$ cat src/rtl/inst_rom_arbiter_pkg.sv
// Shared constants for the instruction ROM arbiter.
// ROM enable levels, port tags and an alignment helper.
package inst_rom_arbiter_pkg;

  localparam logic READ_ENABLE  = 1'b1;
  localparam logic READ_DISABLE = 1'b0;

  localparam logic ROM_PORT0 = 1'b0;
  localparam logic ROM_PORT1 = 1'b1;

  localparam int WCNT_W = 4;

  function automatic logic is_misaligned(
    input logic [1:0] lsb
  );
    return lsb != 2'b00;
  endfunction

endpackage

$ cat src/rtl/rom_wait_cnt.sv
// Saturating starvation counter for the debug port.
// Ports: clk_i, rst_i, inc_i, clr_i in; at_max_o high when count == MAX_WAIT.
module rom_wait_cnt
  import inst_rom_arbiter_pkg::*;
#(
  parameter int MAX_WAIT = 4
) (
  input  logic clk_i,
  input  logic rst_i,
  input  logic inc_i,
  input  logic clr_i,
  output logic at_max_o
);

  localparam logic [WCNT_W-1:0] MAX_V = WCNT_W'(MAX_WAIT);

  logic [WCNT_W-1:0] cnt_q;
  logic [WCNT_W-1:0] cnt_d;

  always_comb begin
    cnt_d = cnt_q;
    if (clr_i) begin
      cnt_d = '0;
    end else if (inc_i && (cnt_q != MAX_V)) begin
      cnt_d = cnt_q + 1'b1;
    end
  end

  always_ff @(posedge clk_i or posedge rst_i) begin
    if (rst_i) begin
      cnt_q <= '0;
    end else begin
      cnt_q <= cnt_d;
    end
  end

  assign at_max_o = (cnt_q == MAX_V);

endmodule

$ cat src/rtl/inst_rom_arbiter.sv
// Two-port arbiter in front of a combinational-read instruction ROM.
// Port 0 = IF fetch, port 1 = debug read; one access per cycle, response
// (rvalid0/rvalid1, rdata, rerr) registered one cycle after gnt0/gnt1.
// ROM side: rom_ce, rom_addr out, rom_inst in.
module inst_rom_arbiter
  import inst_rom_arbiter_pkg::*;
#(
  parameter int ADDR_W   = 32,
  parameter int DATA_W   = 32,
  parameter int MAX_WAIT = 4
) (
  input  logic              clk,
  input  logic              rst,
  input  logic              req0,
  input  logic [ADDR_W-1:0] addr0,
  output logic              gnt0,
  output logic              rvalid0,
  input  logic              req1,
  input  logic [ADDR_W-1:0] addr1,
  output logic              gnt1,
  output logic              rvalid1,
  output logic [DATA_W-1:0] rdata,
  output logic              rerr,
  output logic              rom_ce,
  output logic [ADDR_W-1:0] rom_addr,
  input  logic [DATA_W-1:0] rom_inst
);

  logic              at_max;
  logic              win0;
  logic              win1;
  logic              any_win;
  logic              mis;
  logic [ADDR_W-1:0] sel_addr;

  logic              valid_q, valid_d;
  logic              port_q, port_d;
  logic              rerr_q, rerr_d;
  logic [DATA_W-1:0] rdata_q, rdata_d;

  rom_wait_cnt #(
    .MAX_WAIT (MAX_WAIT)
  ) u_wait_cnt (
    .clk_i    (clk),
    .rst_i    (rst),
    .inc_i    (req1 && !win1),
    .clr_i    (!req1 || win1),
    .at_max_o (at_max)
  );

  // Port 0 has priority until port 1 has been starved MAX_WAIT cycles.
  always_comb begin
    win0 = 1'b0;
    win1 = 1'b0;
    if (!rst) begin
      if (req1 && (!req0 || at_max)) begin
        win1 = 1'b1;
      end else if (req0) begin
        win0 = 1'b1;
      end
    end
  end

  assign any_win  = win0 || win1;
  assign sel_addr = win1 ? addr1 : addr0;
  assign mis      = is_misaligned(sel_addr[1:0]);

  always_comb begin
    rom_ce   = READ_DISABLE;
    rom_addr = '0;
    if (any_win && !mis) begin
      rom_ce   = READ_ENABLE;
      rom_addr = sel_addr;
    end
  end

  // Data and error hold between grants; only valid drops.
  always_comb begin
    valid_d = any_win;
    port_d  = port_q;
    rdata_d = rdata_q;
    rerr_d  = rerr_q;
    if (any_win) begin
      port_d  = win1 ? ROM_PORT1 : ROM_PORT0;
      rdata_d = mis ? '0 : rom_inst;
      rerr_d  = mis;
    end
  end

  always_ff @(posedge clk or posedge rst) begin
    if (rst) begin
      valid_q <= 1'b0;
      port_q  <= ROM_PORT0;
      rdata_q <= '0;
      rerr_q  <= 1'b0;
    end else begin
      valid_q <= valid_d;
      port_q  <= port_d;
      rdata_q <= rdata_d;
      rerr_q  <= rerr_d;
    end
  end

  assign gnt0    = win0;
  assign gnt1    = win1;
  assign rvalid0 = valid_q && (port_q == ROM_PORT0);
  assign rvalid1 = valid_q && (port_q == ROM_PORT1);
  assign rdata   = rdata_q;
  assign rerr    = rerr_q;

endmodule

$ cat config.mk
export PLATFORM = sky130hd
export DESIGN_NAME = inst_rom_arbiter
export DESIGN_NICKNAME = d
export VERILOG_FILES = /design/src/rtl/inst_rom_arbiter_pkg.sv /design/src/rtl/rom_wait_cnt.sv /design/src/rtl/inst_rom_arbiter.sv
export SDC_FILE = /design/constraint.sdc
export NUM_CORES = 1
export LEC_CHECK = 0
export BUFFER_PORTS_ARGS = -buffer_cell sky130_fd_sc_hd__buf_2
export CAP_MARGIN = 20
export CORE_MARGIN = 1
export CORE_UTILIZATION = 30
export DETAILED_ROUTE_END_ITERATION = 6
export GPL_TIMING_DRIVEN = 0
export PLACE_DENSITY_LB_ADDON = 0.1
export SYNTH_ARGS = -nofsm -noshare
export SYNTH_HDL_FRONTEND = slang
export SYNTH_SLANG_ARGS = --single-unit
$ cat constraint.sdc
create_clock -name clk -period 2.19 [get_ports clk]
set_input_delay 0.1095 -clock clk [delete_from_list [all_inputs] [get_ports clk]]
set_output_delay 0.1095 -clock clk [all_outputs]
set_load 0.01 [all_outputs]
# Yosys cells after proc, flatten, opt, wreduce, memory -nomap -nowiden

Index checks and enable logic that the tools add are counted.

Bitwise gates (word level): 1
$add $sub $neg: 1
Multiplexer cells: 12
Reductions and logical operators: 15
Eq/ne operators: 2

Operator list:

| cell                                                             | number |
|---|---|
| 32-bit two-way mux                                               | 3 |
| 4-bit two-way mux                                                | 2 |
| 1-bit two-way mux                                                | 7 |
| 1-bit logical AND                                                | 6 |
| 4-bit by 1-bit adder with 4-bit output (second input constant)   | 1 |
| 4-bit by 3-bit == test with 1-bit output (second input constant) | 1 |
| 1-bit zero test                                                  | 4 |
| 4-bit by 3-bit != test with 1-bit output (second input constant) | 1 |
| 2-bit nonzero test                                               | 2 |
| 1-bit logical OR                                                 | 3 |
| 1-bit NOT                                                        | 1 |

Bits of input ports: 100
Bits in registers: 39
Output and inout bits: 70

# Logic depth before layout (Yosys ltp)

Word-level depth: 10
Gate-level depth with buffers: 7
Gate-level depth less buffers: 5

# Hierarchy

A second synthesis with hierarchy kept.

Cells, all modules: 203
Area, all modules: 2,240.9 um2

By module, submodules not included:

| module           | instances | cells an instance | area each (um2) | seq. area each (um2) |
|---|---|---|---|---|
| inst_rom_arbiter | 1         | 178               | 2,003.2         | 875.8 |
| rom_wait_cnt     | 1         | 25                | 237.7           | 100.1 |

# Worst setup path after synthesis

OpenSTA, ideal clock, no wires.

Path kind: register -> output
Start: register u_wait_cnt.cnt_q[0]
End: output port rom_addr[10]
Slack: 0.421 ns
Arrival time: 1.660 ns
Stages on the path, launching flop included: 8
Cells stage by stage: dfrtp_1 > inv_1 > ha_1 > nand3b_1 > a21oi_1 > buf_2 > buf_4 > mux2i_1

Longest elaborated chain between the ends: 10

RTL lines:

| element                                    | line                       | source |
|---|---|---|
| start, declared                            | rom_wait_cnt.sv:17         | `logic [WCNT_W-1:0] cnt_q;` |
| start signal, assigned                     | rom_wait_cnt.sv:33         | `cnt_q <= cnt_d;` |
| 4-bit by 3-bit == test with 1-bit output * | rom_wait_cnt.sv:37         | `assign at_max_o = (cnt_q == MAX_V);` |
| 1-bit logical OR *                         | inst_rom_arbiter.sv:56     | `if (req1 && (!req0 \|\| at_max)) begin` |
| 1-bit logical AND *                        | inst_rom_arbiter.sv:56     |  |
| 1-bit two-way mux                          | inst_rom_arbiter.sv:56     |  |
| 1-bit two-way mux                          | inst_rom_arbiter.sv:55     | `if (!rst) begin` |
| 32-bit two-way mux                         | inst_rom_arbiter.sv:65     | `assign sel_addr = win1 ? addr1 : addr0;` |
| 2-bit nonzero test                         | inst_rom_arbiter_pkg.sv:16 | `return lsb != 2'b00;` |
| 1-bit zero test                            | inst_rom_arbiter.sv:71     | `if (any_win && !mis) begin` |
| 1-bit logical AND                          | inst_rom_arbiter.sv:71     |  |
| 32-bit two-way mux *                       | inst_rom_arbiter.sv:71     |  |
| end, declared                              | inst_rom_arbiter.sv:25     | `output logic [ADDR_W-1:0] rom_addr,` |

Mark *: on every way between the ends. The rest lies on a longest branch, timed or not.

# Worst setup path in the final report

Start: register u_wait_cnt.cnt_q[0]
End: output port rom_addr[17]

Same word-level chain as after synthesis.

==> metrics.csv <==
stage,metric,value,unit
worst_hold_path,Worst Hold Launch,rom_inst[18],
timing,Fmax,492,MHz
drt,WL final,8380,um
worst_setup_path,crit path DAT,1.92,ns
drt,via/cell ratio,4.79,
pwr,Leak,1.91,nW
worst_setup_path,CP max stage delay,0.40,ns
synthesis,Syn Inst Count,322,
drt,First-pass DRT Iterations,6,
placed_design,post-DP HPWL,6250,um
drt,1st-iter DRT viols,58,
global_routing,vias in the first global route,2820,
drt,Wirelength per Cell,13.7,um
clock_network,H-tree depth,2,
timing,Slew headroom,46.3,%
clock_network,CTS tree,done,
timing,"Hold Vio Cnt, Final",0,
worst_hold_path,HP Class,input port to flip-flop,
worst_setup_path,CP Data Required Time,2.08,ns
clock_network,Root Buffer,clkbuf_8,
drt,Vias,2929,
finish,proportion of layout cells with a drive suffix above 1,46.7,%
finish,final design utilization,44.4,%
worst_setup_path,R2R depth,6,
worst_setup_path,reg2reg setup slack,0.28,ns
global_routing,largest net degree at the start of global routing,39,
die,core area,8850,um^2
synthesis,register area share after synthesis,35.2,%
die,IO Count,170,
global_routing,initial antenna violation count,0,
clock_network,worst skew pair latency,0.29,ns
drt,remaining routing DRC violations,8,
finish,NumNets Final,604,
clock_network,"Reg clk slew, reported paths",0.09,ns
placed_design,gpl congestion,0.777,
finish,Multi-input gate area,1610,um^2
timing,min Tclk post-route,2.03,ns
finish,register area,976,um^2
worst_setup_path,CP max stage cell,dfrtp_1,
timing,Final Skew,0.0103,ns
timing,Tcrit/Tclk final,92.9,%
global_routing,first-pass GRT wire length,13500,um
worst_setup_path,Crit Path Max Fanout,10,
worst_setup_path,startpoint types,flip-flop,
synthesis,distinct cell type count of the synthesized netlist,30,
clock_network,CTS Buffer Depth,2,
die,Die W,98.1,um
worst_setup_path,CP Cell Sequence,inv_1 > ha_2 > nand3b_1 > a21oi_2 > buf_6 > buf_12 > mux2i_2 > buf_2,
global_routing,grt ovf,0,
timing,Final Setup Violations,0,
timing,Final Slew Violations,0,
synthesis,syn avg cell area,8.61,um^2
worst_setup_path,R2R Path Start,u_wait_cnt.cnt_q[0],
clock_network,number of buffers created by CTS,5,
die,Initial Util,31.3,%
clock_network,CTS sink count,39,
finish,area grow syn2layout,41.9,%
pwr,Cell Pwr Density,467,nW/um^2
worst_hold_path,Hold Path Depth,3,
finish,final-layout fill cell count,924,
placed_design,DP Cell Count,599,
worst_setup_path,Worst path depth,8,
worst_setup_path,CP top delay family,buffers and inverters,
pwr,worst vdd ir,0.250,mV
worst_setup_path,Buf/Inv on CP,4,
status,status,finished with violations,
status,failing checks,DRC,
global_routing,Total Routing Usage GR,17.1,%
drt,DRT antenna net count,0,
synthesis,"FF+latch count, synth",39,
worst_setup_path,critical path type,flip-flop to primary output,
finish,fin cells,611,
worst_setup_path,reg2reg end,rdata[23],
die,Die Y,98.1,um
synthesis,Synth warnings,0,
timing,Worst-Margin Slew,0.802,ns
placed_design,IO buf count,167,
job,Max Cap Violations,0,
die,# rows,34,
die,Die ar.,9630,um^2
finish,antenna cells,0,
worst_setup_path,Crit. End Element,primary output,
worst_hold_path,Hold EP,rdata[18],
synthesis,area of the mapped netlist,2770,um^2
## through the flow
stage                     TNS [ns]  cell area, um^2  hold slack, ns  worst slack, ns  total power, mW
after floorplan                  0             2780           0.282            0.421             1.11
after global placement           0             3750           0.412            0.182             1.33
after detailed placement         0             3770          0.0325            0.137             1.34
after CTS                        0             3880          0.0983           0.0290             1.85
after global routing      -0.00320             3930           0.105         -0.00320             1.95
final                            0             3930           0.105            0.156             1.84
## cells by family (layout without fill, tap and decap cells)
kind of cell               Yosys count  after routing  share of synthesized area, %
and+or+nand+nor                    173            173                          25.5
AOI/OAI and AO/OA                   40             40                          18.8
DFF                                 39             39                          35.2
buffers and inverters               33            213                          7.22
muxes                               32             32                          11.6
adders and majority gates            2              2                         0.903
xor gates and xnor gates             2              2                         0.632
other                                1              2                         0.135
## final cells by class
cell class | count | area share [%]
plain buffers | 27 | 5.41
clock buffers | 6 | 1.85
clock inverters | 2 | 0.318
inverters | 6 | 0.573
multi-input cells | 251 | 40.9
flip-flops and latches | 39 | 24.8
well taps | 108 | 3.44
repair buffers | 172 | 22.7
## repair_timing
action,CTS,global route
endpoints found under the hold margin,39,0
buffers inserted,1,2
setup endpoints to repair,24,31
gates resized for setup,3,10
hold buffers,1,0
pin swaps,0,1
## how the worst max path moves through the flow
stage | startpoint | endpoint
after floorplan | u_wait_cnt.cnt_q[0] | rom_addr[10]
after global placement | u_wait_cnt.cnt_q[0] | rom_addr[15]
after detailed placement | u_wait_cnt.cnt_q[0] | rom_addr[15]
after CTS | u_wait_cnt.cnt_q[0] | rom_addr[29]
after global routing | u_wait_cnt.cnt_q[0] | rom_addr[17]
final | u_wait_cnt.cnt_q[0] | rom_addr[17]
## where the power goes
part | leakage, nW | switching, mW | internal [mW]
Clock | 0.0412 | 0.269 | 0.223
Sequential | 0.520 | 0.0380 | 0.780
Combinational | 1.35 | 0.280 | 0.245
Total | 1.91 | 0.587 | 1.25
## state kept, by name, indices dropped and copies added, names as in the netlist
name,flops
rerr,1
port_q,1
valid_q,1
u_wait_cnt.cnt_q,4
rdata,32
## worst min-delay path: stages
cell	delay, ns
buf_2	0.10
nand2_1	0.06
o221ai_2	0.08
## cell usage in the layout, fill, tap and decap left out, drive strengths merged, types with 3 or more instances in the layout
master / n
buf: 192
nand2: 156
dfrtp: 39
mux2i: 32
o221ai: 32
clkbuf: 12
inv: 6
nor2: 4
nor3: 3
## routing by layer
layer  GRT usage, %  wire length [um]  vias to the layer above
met3           4.37               561                        6
met2           29.1              4100                       91
met1           22.2              3650                     1376
met5              0                 0                        -
met4           2.68                74                        0
li1               -                 -                     1456
## cells in the mapped netlist
master	number	area, um^2
nor3_1	3	15.0
o221ai_2	30	450
ha_1	2	25.0
and3b_1	1	8.76
o21bai_1	1	7.51
o221ai_1	2	17.5
a21oi_1	2	10.0
nor2_1	4	15.0
nand3b_1	1	7.51
buf_2	10	50.1
nand2b_1	2	12.5
and2_1	1	6.26
clkbuf_1	6	22.5
dfrtp_1	39	976
a21o_1	1	7.51
nor4b_4	1	23.8
a211oi_1	1	7.51
buf_6	6	67.6
inv_1	6	22.5
mux2i_1	32	320
buf_4	5	37.5
o21ai_0	2	10.0
xnor2_1	2	17.5
nor4b_2	1	15.0
o221a_1	1	11.3
nor2b_1	1	6.26
nand3_1	1	5.00
conb_1	1	3.75
or3_1	1	6.26
nand2_1	156	586
Note: power is estimated with default switching activity, not from simulation.
